### config.mk
export PLATFORM = sky130hd
export DESIGN_NAME = dcram_reader
export DESIGN_NICKNAME = d
export VERILOG_FILES = /design/src/rtl/dcram_pkg.sv /design/src/rtl/sync_fifo4.sv /design/src/rtl/dcram_reader.sv
export SDC_FILE = /design/constraint.sdc
export NUM_CORES = 1
export LEC_CHECK = 0
export ABC_AREA = 1
export CAP_MARGIN = 0
export CORE_ASPECT_RATIO = 1.1
export CORE_MARGIN = 8
export CORE_UTILIZATION = 50
export DETAILED_ROUTE_END_ITERATION = 10
export PLACE_DENSITY = 0.73
export SYNTH_ARGS = -nofsm -noshare
export SYNTH_HDL_FRONTEND = slang
export SYNTH_SLANG_ARGS = --single-unit
### constraint.sdc
create_clock -name rdclock -period 5.4 [get_ports rdclock]
set_input_delay 1.08 -clock rdclock [delete_from_list [all_inputs] [get_ports rdclock]]
set_output_delay 1.08 -clock rdclock [all_outputs]
set_load 0.02 [all_outputs]
### src/rtl/dcram_pkg.sv
// Shared types and constants for the dual-clock RAM read engine.
package dcram_pkg;

  typedef enum logic [1:0] {
    ST_IDLE  = 2'd0,
    ST_READ  = 2'd1,
    ST_DRAIN = 2'd2,
    ST_DONE  = 2'd3
  } state_e;

  localparam int         FIFO_DEPTH   = 4;
  localparam logic [2:0] FIFO_FULL    = 3'd4;
  // Reads in flight plus words buffered may never exceed the FIFO depth.
  localparam logic [2:0] CREDIT_LIMIT = 3'd4;

endpackage

### src/rtl/sync_fifo4.sv
// Single-clock 4-entry FIFO; the head entry is read straight from storage
// registers so a pushed word is visible the cycle after the push.
module sync_fifo4
  import dcram_pkg::*;
#(
  parameter int WIDTH = 17
) (
  input  logic             clk,
  input  logic             reset,
  input  logic             push,
  input  logic [WIDTH-1:0] push_data,
  input  logic             pop,
  output logic [WIDTH-1:0] pop_data,
  output logic             valid,
  output logic [2:0]       count
);

  logic [WIDTH-1:0] mem_q [FIFO_DEPTH];
  logic [WIDTH-1:0] mem_d [FIFO_DEPTH];
  logic [1:0]       wr_ptr_q, wr_ptr_d;
  logic [1:0]       rd_ptr_q, rd_ptr_d;
  logic [2:0]       count_q, count_d;
  logic             do_push, do_pop;

  // Next-state for storage, pointers and occupancy.
  always_comb begin
    mem_d    = mem_q;
    wr_ptr_d = wr_ptr_q;
    rd_ptr_d = rd_ptr_q;
    count_d  = count_q;
    do_push  = push && (count_q != FIFO_FULL);
    do_pop   = pop && (count_q != 3'd0);
    if (do_push) begin
      mem_d[wr_ptr_q] = push_data;
      wr_ptr_d        = wr_ptr_q + 2'd1;
    end else begin
      wr_ptr_d = wr_ptr_q;
    end
    if (do_pop) begin
      rd_ptr_d = rd_ptr_q + 2'd1;
    end else begin
      rd_ptr_d = rd_ptr_q;
    end
    case ({do_push, do_pop})
      2'b10:   count_d = count_q + 3'd1;
      2'b01:   count_d = count_q - 3'd1;
      default: count_d = count_q;
    endcase
  end

  // State registers with synchronous flush.
  always_ff @(posedge clk) begin
    if (reset) begin
      for (int i = 0; i < FIFO_DEPTH; i++) begin
        mem_q[i] <= '0;
      end
      wr_ptr_q <= 2'd0;
      rd_ptr_q <= 2'd0;
      count_q  <= 3'd0;
    end else begin
      mem_q    <= mem_d;
      wr_ptr_q <= wr_ptr_d;
      rd_ptr_q <= rd_ptr_d;
      count_q  <= count_d;
    end
  end

  assign pop_data = mem_q[rd_ptr_q];
  assign valid    = (count_q != 3'd0);
  assign count    = count_q;

endmodule

### src/rtl/dcram_reader.sv
// Read-side engine for the dual-clock RAM: sweeps an address window and
// streams the words out as valid/ready with a last flag.
module dcram_reader
  import dcram_pkg::*;
#(
  parameter int ADDR_WIDTH = 8,
  parameter int DATA_WIDTH = 16
) (
  input  logic                  rdclock,
  input  logic                  reset,
  input  logic                  start,
  input  logic [ADDR_WIDTH-1:0] base_addr,
  input  logic [ADDR_WIDTH:0]   length,
  output logic                  busy,
  output logic                  done,
  output logic [ADDR_WIDTH-1:0] rdaddress,
  input  logic [DATA_WIDTH-1:0] ram_q,
  output logic [DATA_WIDTH-1:0] dout,
  output logic                  dout_valid,
  input  logic                  dout_ready,
  output logic                  dout_last
);

  localparam logic [ADDR_WIDTH:0]   LEN_ONE  = {{ADDR_WIDTH{1'b0}}, 1'b1};
  localparam logic [ADDR_WIDTH-1:0] ADDR_ONE = {{(ADDR_WIDTH-1){1'b0}}, 1'b1};

  state_e                state_q, state_d;
  logic [ADDR_WIDTH-1:0] rdaddr_q, rdaddr_d;
  logic [ADDR_WIDTH:0]   remaining_q, remaining_d;
  logic                  s1_q, s1_d, s1_last_q, s1_last_d;
  logic                  s2_q, s2_d, s2_last_q, s2_last_d;
  logic                  busy_q, busy_d, done_q, done_d;

  logic [2:0]            fifo_count;
  logic                  fifo_valid;
  logic [DATA_WIDTH:0]   fifo_out;
  logic [2:0]            credit_sum;
  logic                  can_issue;
  logic                  pop_last;

  // Stage 1 tracks the address register, stage 2 the RAM output register;
  // each carries a last tag alongside its valid bit.
  assign credit_sum = fifo_count + {2'b00, s1_q} + {2'b00, s2_q};
  assign can_issue  = (credit_sum < CREDIT_LIMIT);
  assign pop_last   = dout_valid && dout_ready && dout_last;

  // Next-state, address sequencing and read-pipeline tagging.
  always_comb begin
    state_d     = state_q;
    rdaddr_d    = rdaddr_q;
    remaining_d = remaining_q;
    s1_d        = 1'b0;
    s1_last_d   = 1'b0;
    s2_d        = s1_q;
    s2_last_d   = s1_last_q;
    case (state_q)
      ST_IDLE: begin
        if (start) begin
          if (length != '0) begin
            // The start cycle itself issues the first read so base
            // appears on rdaddress in the very next cycle.
            state_d     = ST_READ;
            rdaddr_d    = base_addr;
            remaining_d = length - LEN_ONE;
            s1_d        = 1'b1;
            s1_last_d   = (length == LEN_ONE);
          end else begin
            state_d = ST_DONE;
          end
        end else begin
          state_d = ST_IDLE;
        end
      end
      ST_READ: begin
        if (remaining_q == '0) begin
          state_d = ST_DRAIN;
        end else if (can_issue) begin
          rdaddr_d    = rdaddr_q + ADDR_ONE;
          remaining_d = remaining_q - LEN_ONE;
          s1_d        = 1'b1;
          s1_last_d   = (remaining_q == LEN_ONE);
        end else begin
          state_d = ST_READ;
        end
      end
      ST_DRAIN: begin
        if (pop_last && !s1_q && !s2_q) begin
          state_d = ST_DONE;
        end else begin
          state_d = ST_DRAIN;
        end
      end
      ST_DONE: state_d = ST_IDLE;
      default: state_d = ST_IDLE;
    endcase
    busy_d = (state_d != ST_IDLE);
    done_d = (state_d == ST_DONE);
  end

  // Control and pipeline registers.
  always_ff @(posedge rdclock) begin
    if (reset) begin
      state_q     <= ST_IDLE;
      rdaddr_q    <= '0;
      remaining_q <= '0;
      s1_q        <= 1'b0;
      s1_last_q   <= 1'b0;
      s2_q        <= 1'b0;
      s2_last_q   <= 1'b0;
      busy_q      <= 1'b0;
      done_q      <= 1'b0;
    end else begin
      state_q     <= state_d;
      rdaddr_q    <= rdaddr_d;
      remaining_q <= remaining_d;
      s1_q        <= s1_d;
      s1_last_q   <= s1_last_d;
      s2_q        <= s2_d;
      s2_last_q   <= s2_last_d;
      busy_q      <= busy_d;
      done_q      <= done_d;
    end
  end

  sync_fifo4 #(
    .WIDTH(DATA_WIDTH + 1)
  ) u_fifo (
    .clk      (rdclock),
    .reset    (reset),
    .push     (s2_q),
    .push_data({s2_last_q, ram_q}),
    .pop      (dout_ready),
    .pop_data (fifo_out),
    .valid    (fifo_valid),
    .count    (fifo_count)
  );

  assign busy       = busy_q;
  assign done       = done_q;
  assign rdaddress  = rdaddr_q;
  assign dout       = fifo_out[DATA_WIDTH-1:0];
  assign dout_valid = fifo_valid;
  assign dout_last  = fifo_out[DATA_WIDTH] && fifo_valid;

endmodule
==> results of run 1 <==
==> area by class of cell <==
| type | instances | area, sq um | area share, % |
|---|---|---|---|
| clock inverter | 6 | 65.1 | 1.13 |
| sequential | 100 | 2000 | 34.8 |
| clock buffer | 10 | 128 | 2.22 |
| multi-input combinational | 522 | 2570 | 44.6 |
| timing repair buffer | 67 | 658 | 11.4 |
| inverter | 48 | 181 | 3.15 |
| tap | 120 | 150 | 2.61 |
==> metal layers <==
| metal | vias to the layer above | GRT usage, % | wire [microns] |
|---|---|---|---|
| li1 | 2439 | - | - |
| met1 | 2228 | 22.7 | 5610 |
| met2 | 151 | 33.6 | 6440 |
| met3 | 6 | 3.91 | 866 |
| met4 | 0 | 4.99 | 87 |
| met5 | - | 0 | 0 |
==> worst max-delay path by stage <==
stage | startpoint | slack, ns | to
after floorplan | dout_ready | 2.96 | u_fifo.count[2]
after global placement | u_fifo.rd_ptr_q[1] | 2.13 | dout_last
after detailed placement | u_fifo.rd_ptr_q[1] | 2.09 | dout_last
after CTS | u_fifo.rd_ptr_q[1] | 1.70 | dout_last
after global routing | u_fifo.rd_ptr_q[1] | 1.46 | dout_last
final | u_fifo.rd_ptr_q[1] | 1.65 | dout_last
==> flip-flops by register name (all words and copies together), names as in the netlist, 2 cells and up <==
signal and cells:
state_q 2, rdaddress 8, u_fifo.count 3, u_fifo.mem_q 68, remaining_q 9, u_fifo.rd_ptr_q 2, u_fifo.wr_ptr_q 2
==> worst max-delay path, stage by stage (launching register included) <==
cell and delay (ns):
dfxtp_1 0.69, inv_1 0.47, a21oi_1 0.21, o21ai_0 0.13, a21oi_1 0.18, clkdlybuf4s50_1 0.62
==> kinds of logic after synthesis <==
logic type      Yosys count  synth area share (%)
compound gates          178                  18.6
buf+inv                  93                  8.19
simple gates            326                  28.6
flops                   100                  40.3
xor+xnor                  5                 0.882
mux                       1                 0.202
fa+ha+maj                12                  3.18
==> where the power goes <==
group | total, mW | switching [mW] | internal (mW)
Combinational | 0.862 | 0.529 | 0.333
Clock | 0.472 | 0.257 | 0.215
Sequential | 0.859 | 0.0615 | 0.798
Total | 2.19 | 0.848 | 1.35
==> synth_stat cells (all sizes together) <==
library cell | instances | area (sq um)
o21bai | 1 | 7.51
ha | 11 | 138
nand2 | 147 | 587
fa | 1 | 20.0
nand3b | 2 | 15.0
o22ai | 16 | 100
inv | 47 | 176
a31oi | 1 | 6.26
mux2i | 1 | 10.0
clkinv | 1 | 5.00
xor2 | 4 | 35.0
nand3 | 85 | 438
a21boi | 1 | 7.51
o21ai | 72 | 360
xnor2 | 1 | 8.76
nand4 | 2 | 12.5
nor2 | 88 | 358
nor3 | 2 | 10.0
a21oi | 85 | 425
dfxtp | 100 | 2000
o211ai | 2 | 15.0
clkbuf | 26 | 97.6
buf | 19 | 128
==> stage by stage <==
stage | instances | hold slack [ns] | setup WS (ns)
floorplan | 715 | 0.388 | 2.96
global placement | 857 | 0.391 | 2.13
detailed placement | 857 | 0.399 | 2.09
CTS | 873 | 0.412 | 1.70
global route | 873 | 0.449 | 1.46
finish | 873 | 0.408 | 1.65
==> results.tsv, run 1 <==
stage	metric	value	unit
cts	htree depth	3	
power_and_ir_drop	PD cells	381	mW/mm^2
synthesis	sequential area share after synthesis	40.3	%
timing	fmax	267	MHz
critical_path	Worst setup EP type	output pin	
route	via count	4824	
power_and_ir_drop	VDD IR max	0.180	mV
critical_path	critical path required time	4.32	ns
worst_hold_path	Worst Hold Path Cells	2	
timing	Worst Clk Skew	0.0117	ns
timing	RSZ-0062 raised after global routing	no	
route	Wirelength per Cell	14.9	microns
cts	buffer count from post-CTS setup fixing	0	
timing	Slew HR	40.4	%
global_routing	pin count of the biggest net entering global routing	72	
power_and_ir_drop	Total Power	2.19	mW
global_routing	initial antenna violation count	0	
cts	Max Buffers Root-to-Sink	2	
synthesis	#FFs+latches synth	100	
critical_path	Setup crit start kind	flip-flop	
timing	Setup TNS	0	ns
critical_path	maximum fanout along the worst path	20	
route	ANT nets after route	0	
worst_hold_path	Hold Crit Start	s1_last_q	
route	aggregate routed wire length	13.0	mm
route	DRC violations left	0	
synthesis	syn_area_per_cell	6.94	sq um
critical_path	worst r2r src	u_fifo.count[1]	
synthesis	cell count after synthesis	715	
cts	CTS root buffer	clkbuf_8	
global_routing	first-pass GRT wire length	21.6	mm
floorplan	Core ar.	0.00975	sq mm
route	mean number of vias per cell	5.53	
cells_and_area	commonest non-fill, non-tap cell in the layout	nand2_1	
status	outcome	completed	
cells_and_area	layout cell share with drive strength beyond 1	5.18	%
critical_path	R2R Setup Slk	2.60	ns
route	initial DRC count	266	
run	reported max-cap violation count	0	
cts	clk slew on worst S/H paths	0.09	ns
cells_and_area	Finished Core Util	59.0	%
synthesis	syn nets	764	
cts	CTS Buf Count	9	
floorplan	Initial Util	50.9	%
cells_and_area	fillcell total	935	
critical_path	Reg-to-Reg End	u_fifo.count[2]	
timing	Hold Vio Cnt, Final	0	
timing	Worst Tran Pin Value	0.894	ns
cts	Sink Count	100	
power_and_ir_drop	Pleak	2.19	nW
timing	fin. max-slew vios	0	
synthesis	Post-Syn Area	0.00496	sq mm
cts	Worst-Skew Late Latency	0.36	ns
cts	TritonCTS clock tree	done	
cells_and_area	diode count	0	
critical_path	Setup CP Type	reg -> out	
synthesis	Synth cell types	33	
cts	PostCTS Resize Cnt	0	
place	Placed Area	0.00556	sq mm
floorplan	FP Rows	38	
critical_path	crit path DAT	2.67	ns
cts	Hold-fix buffers, CTS	0	
global_routing	total track usage	19.0	%
cells_and_area	commonest non-fill, non-tap cells in the layout	139 x nand2_1, 100 x dfxtp_1, 85 x a21oi_1, 84 x nand3_1, 83 x nor2_1	
floorplan	Die X	111	microns
timing	Final setup viols	0	
cells_and_area	Area Overhead vs Synth	15.9	%
critical_path	FF-to-FF path depth	11	
floorplan	Die Footprint	0.0134	sq mm
synthesis	Yosys warnings	0	
global_routing	vias in the first global route	4567	
global_routing	GR Overflow Total	0	
timing	Tmin final	3.75	ns
worst_hold_path	hold endpoint	s2_last_q	
route	DRT Pass-1 Iters	5	
timing	Tcrit/Tclk final	69.4	%
cells_and_area	Final #Nets	797	
place	port buffer count	64	
place	DP HPWL	8.45	mm
worst_hold_path	HP Class	reg -> reg	
cells_and_area	design area	0.00575	sq mm
place	Placer Congestion	0.837	
floorplan	# IOs	65	
floorplan	die extent in y	120	microns
Note: power is estimated with default switching activity, not from simulation.
==> run 2, diff against run 1 <==
clock period = 3.8 ns   (was 5.4 ns; I/O delays follow)
==> run 2 against run 1 <==
Combinational power up 44%. Core utilization about the same. Clock power up 34%. Sequential share of layout area about the same. Setup slack worse by 1.0 ns. Largest power group unchanged.
==> results.tsv, run 2 (synthesis results as in run 1) <==
stage	metric	value	unit
status	outcome	completed	
cts	Sink Count	100	
cts	CTS root buffer	clkbuf_8	
power_and_ir_drop	Seq pwr share	39.4	%
cts	CTS Buf Count	9	
floorplan	# IOs	65	
critical_path	Setup CP Type	reg -> out	
route	ANT nets after route	0	
timing	Final setup viols	0	
place	DP HPWL	8.40	mm
route	DRT Pass-1 Iters	4	
cts	Max Buffers Root-to-Sink	2	
critical_path	FF-to-FF path depth	6	
floorplan	FP Rows	38	
timing	fin. max-slew vios	0	
global_routing	first-pass GRT wire length	21.5	mm
critical_path	Worst setup EP type	output pin	
critical_path	crit path DAT	2.38	ns
place	dpl cells	858	
power_and_ir_drop	clock share of power	20.5	%
timing	RSZ-0062 raised after global routing	no	
global_routing	vias in the first global route	4572	
cells_and_area	Final Instance Count excl. Fillers	874	
cells_and_area	Final #Nets	798	
cts	TritonCTS clock tree	done	
cells_and_area	Area Overhead vs Synth	15.9	%
floorplan	Die X	111	microns
critical_path	worst setup path endpoint	dout[6]	
place	Placer Congestion	0.830	
place	port buffer count	64	
critical_path	critical path required time	3.04	ns
cts	PostCTS Resize Cnt	0	
timing	Worst Tran Pin Value	0.908	ns
cells_and_area	Largest register FFs	68	
global_routing	total track usage	18.6	%
cts	Worst-Skew Late Latency	0.36	ns
global_routing	initial antenna violation count	0	
route	Wirelength per Cell	14.6	microns
power_and_ir_drop	Gate power share	40.1	%
cts	clk slew on worst S/H paths	0.09	ns
critical_path	worst r2r src	u_fifo.count[1]	
floorplan	Core ar.	0.00975	sq mm
timing	Setup TNS	0	ns
timing	Hold Vio Cnt, Final	0	
critical_path	Setup crit start kind	flip-flop	
critical_path	CP Launch Point	u_fifo.rd_ptr_q[1]	
floorplan	die extent in y	120	microns
power_and_ir_drop	PD cells	537	mW/mm^2
critical_path	Reg-to-Reg End	u_fifo.mem_q[67]	
critical_path	maximum fanout along the worst path	20	
cts	htree depth	3	
run	reported max-cap violation count	0	
floorplan	Die Footprint	0.0134	sq mm
timing	fmax	318	MHz
route	initial DRC count	347	
floorplan	Initial Util	50.9	%
power_and_ir_drop	Pleak	2.19	nW
power_and_ir_drop	sw power	1.23	mW
cts	buffer count from post-CTS setup fixing	0	
global_routing	GR Overflow Total	0	
worst_hold_path	HP Class	reg -> reg	
timing	Tcrit/Tclk final	82.7	%
power_and_ir_drop	Net Sw Frac	39.9	%
route	via count	4849	
power_and_ir_drop	VDD IR max	0.221	mV
cells_and_area	diode count	0	
cells_and_area	Finished Core Util	59.0	%
route	mean number of vias per cell	5.55	
cells_and_area	layout cell share with drive strength beyond 1	5.44	%
global_routing	pin count of the biggest net entering global routing	72	
power_and_ir_drop	Power Internal	1.86	mW
timing	Slew HR	39.5	%
route	aggregate routed wire length	12.8	mm
cells_and_area	commonest non-fill, non-tap cells in the layout	139 x nand2_1, 100 x dfxtp_1, 85 x a21oi_1, 84 x nand3_1, 83 x nor2_1	
timing	Worst Clk Skew	0.0138	ns
critical_path	R2R Setup Slk	1.36	ns
cells_and_area	commonest non-fill, non-tap cell in the layout	nand2_1	
cts	Hold-fix buffers, CTS	0	
cells_and_area	Largest Register	u_fifo.mem_q	
timing	Tmin final	3.14	ns
route	DRC violations left	0	
[run 2: worst max-delay path, cell delays in order, from the launching register on]
cell	delay, ns
dfxtp_1	0.31
buf_4	0.18
inv_1	0.49
o21ai_0	0.19
o22ai_1	0.21
clkdlybuf4s50_1	0.65
[run 2: layout make-up]
class | instances | area, sq um
fill | 942 | 4000
multi-input combinational | 522 | 2570
sequential | 100 | 2000
timing repair buffer | 68 | 666
inverter | 48 | 181
tap | 120 | 150
clock buffer | 9 | 124
clock inverter | 7 | 57.6
[run 2: per-stage QoR]
| stage | hold WS, ns | instance area, sq um | worst slack, ns | power [mW] |
|---|---|---|---|---|
| after global placement | 0.391 | 5570 | 1.08 | 2.46 |
| after global routing | 0.429 | 5750 | 0.465 | 3.29 |
| after floorplan | 0.388 | 4960 | 1.68 | 2.05 |
| after detailed placement | 0.396 | 5570 | 0.984 | 2.48 |
| final | 0.413 | 5750 | 0.658 | 3.09 |
| after CTS | 0.417 | 5750 | 0.655 | 3.11 |
[run 2: metal layers]
metal / routed length [microns] / track usage (%) / part of all wire (%)
met1: 5390 / 21.9 / 42
met2: 6350 / 33.1 / 50
met3: 845 / 2.92 / 6.6
met4: 199 / 7.19 / 1.6
met5: 0 / 0 / 0
[run 2: power groups by stage]
stage	clock network (mW)	logic, mW	registers (mW)
detailed placement	0	1.24	1.24
global placement	0	1.22	1.24
floorplan	0	0.808	1.24
CTS	0.649	1.25	1.22
finish	0.633	1.24	1.22
global route	0.687	1.37	1.23
[run 2: worst min path at each step]
| stage | start | end | slack [ns] | depth (start not counted) |
|---|---|---|---|---|
| after floorplan | s1_last_q | s2_last_q | 0.39 | 2 |
| after global placement | s1_last_q | s2_last_q | 0.39 | 2 |
| after detailed placement | s1_last_q | s2_last_q | 0.40 | 2 |
| after CTS | s1_last_q | s2_last_q | 0.42 | 2 |
| after global routing | s1_last_q | s2_last_q | 0.43 | 2 |
| final | s1_last_q | s2_last_q | 0.41 | 2 |
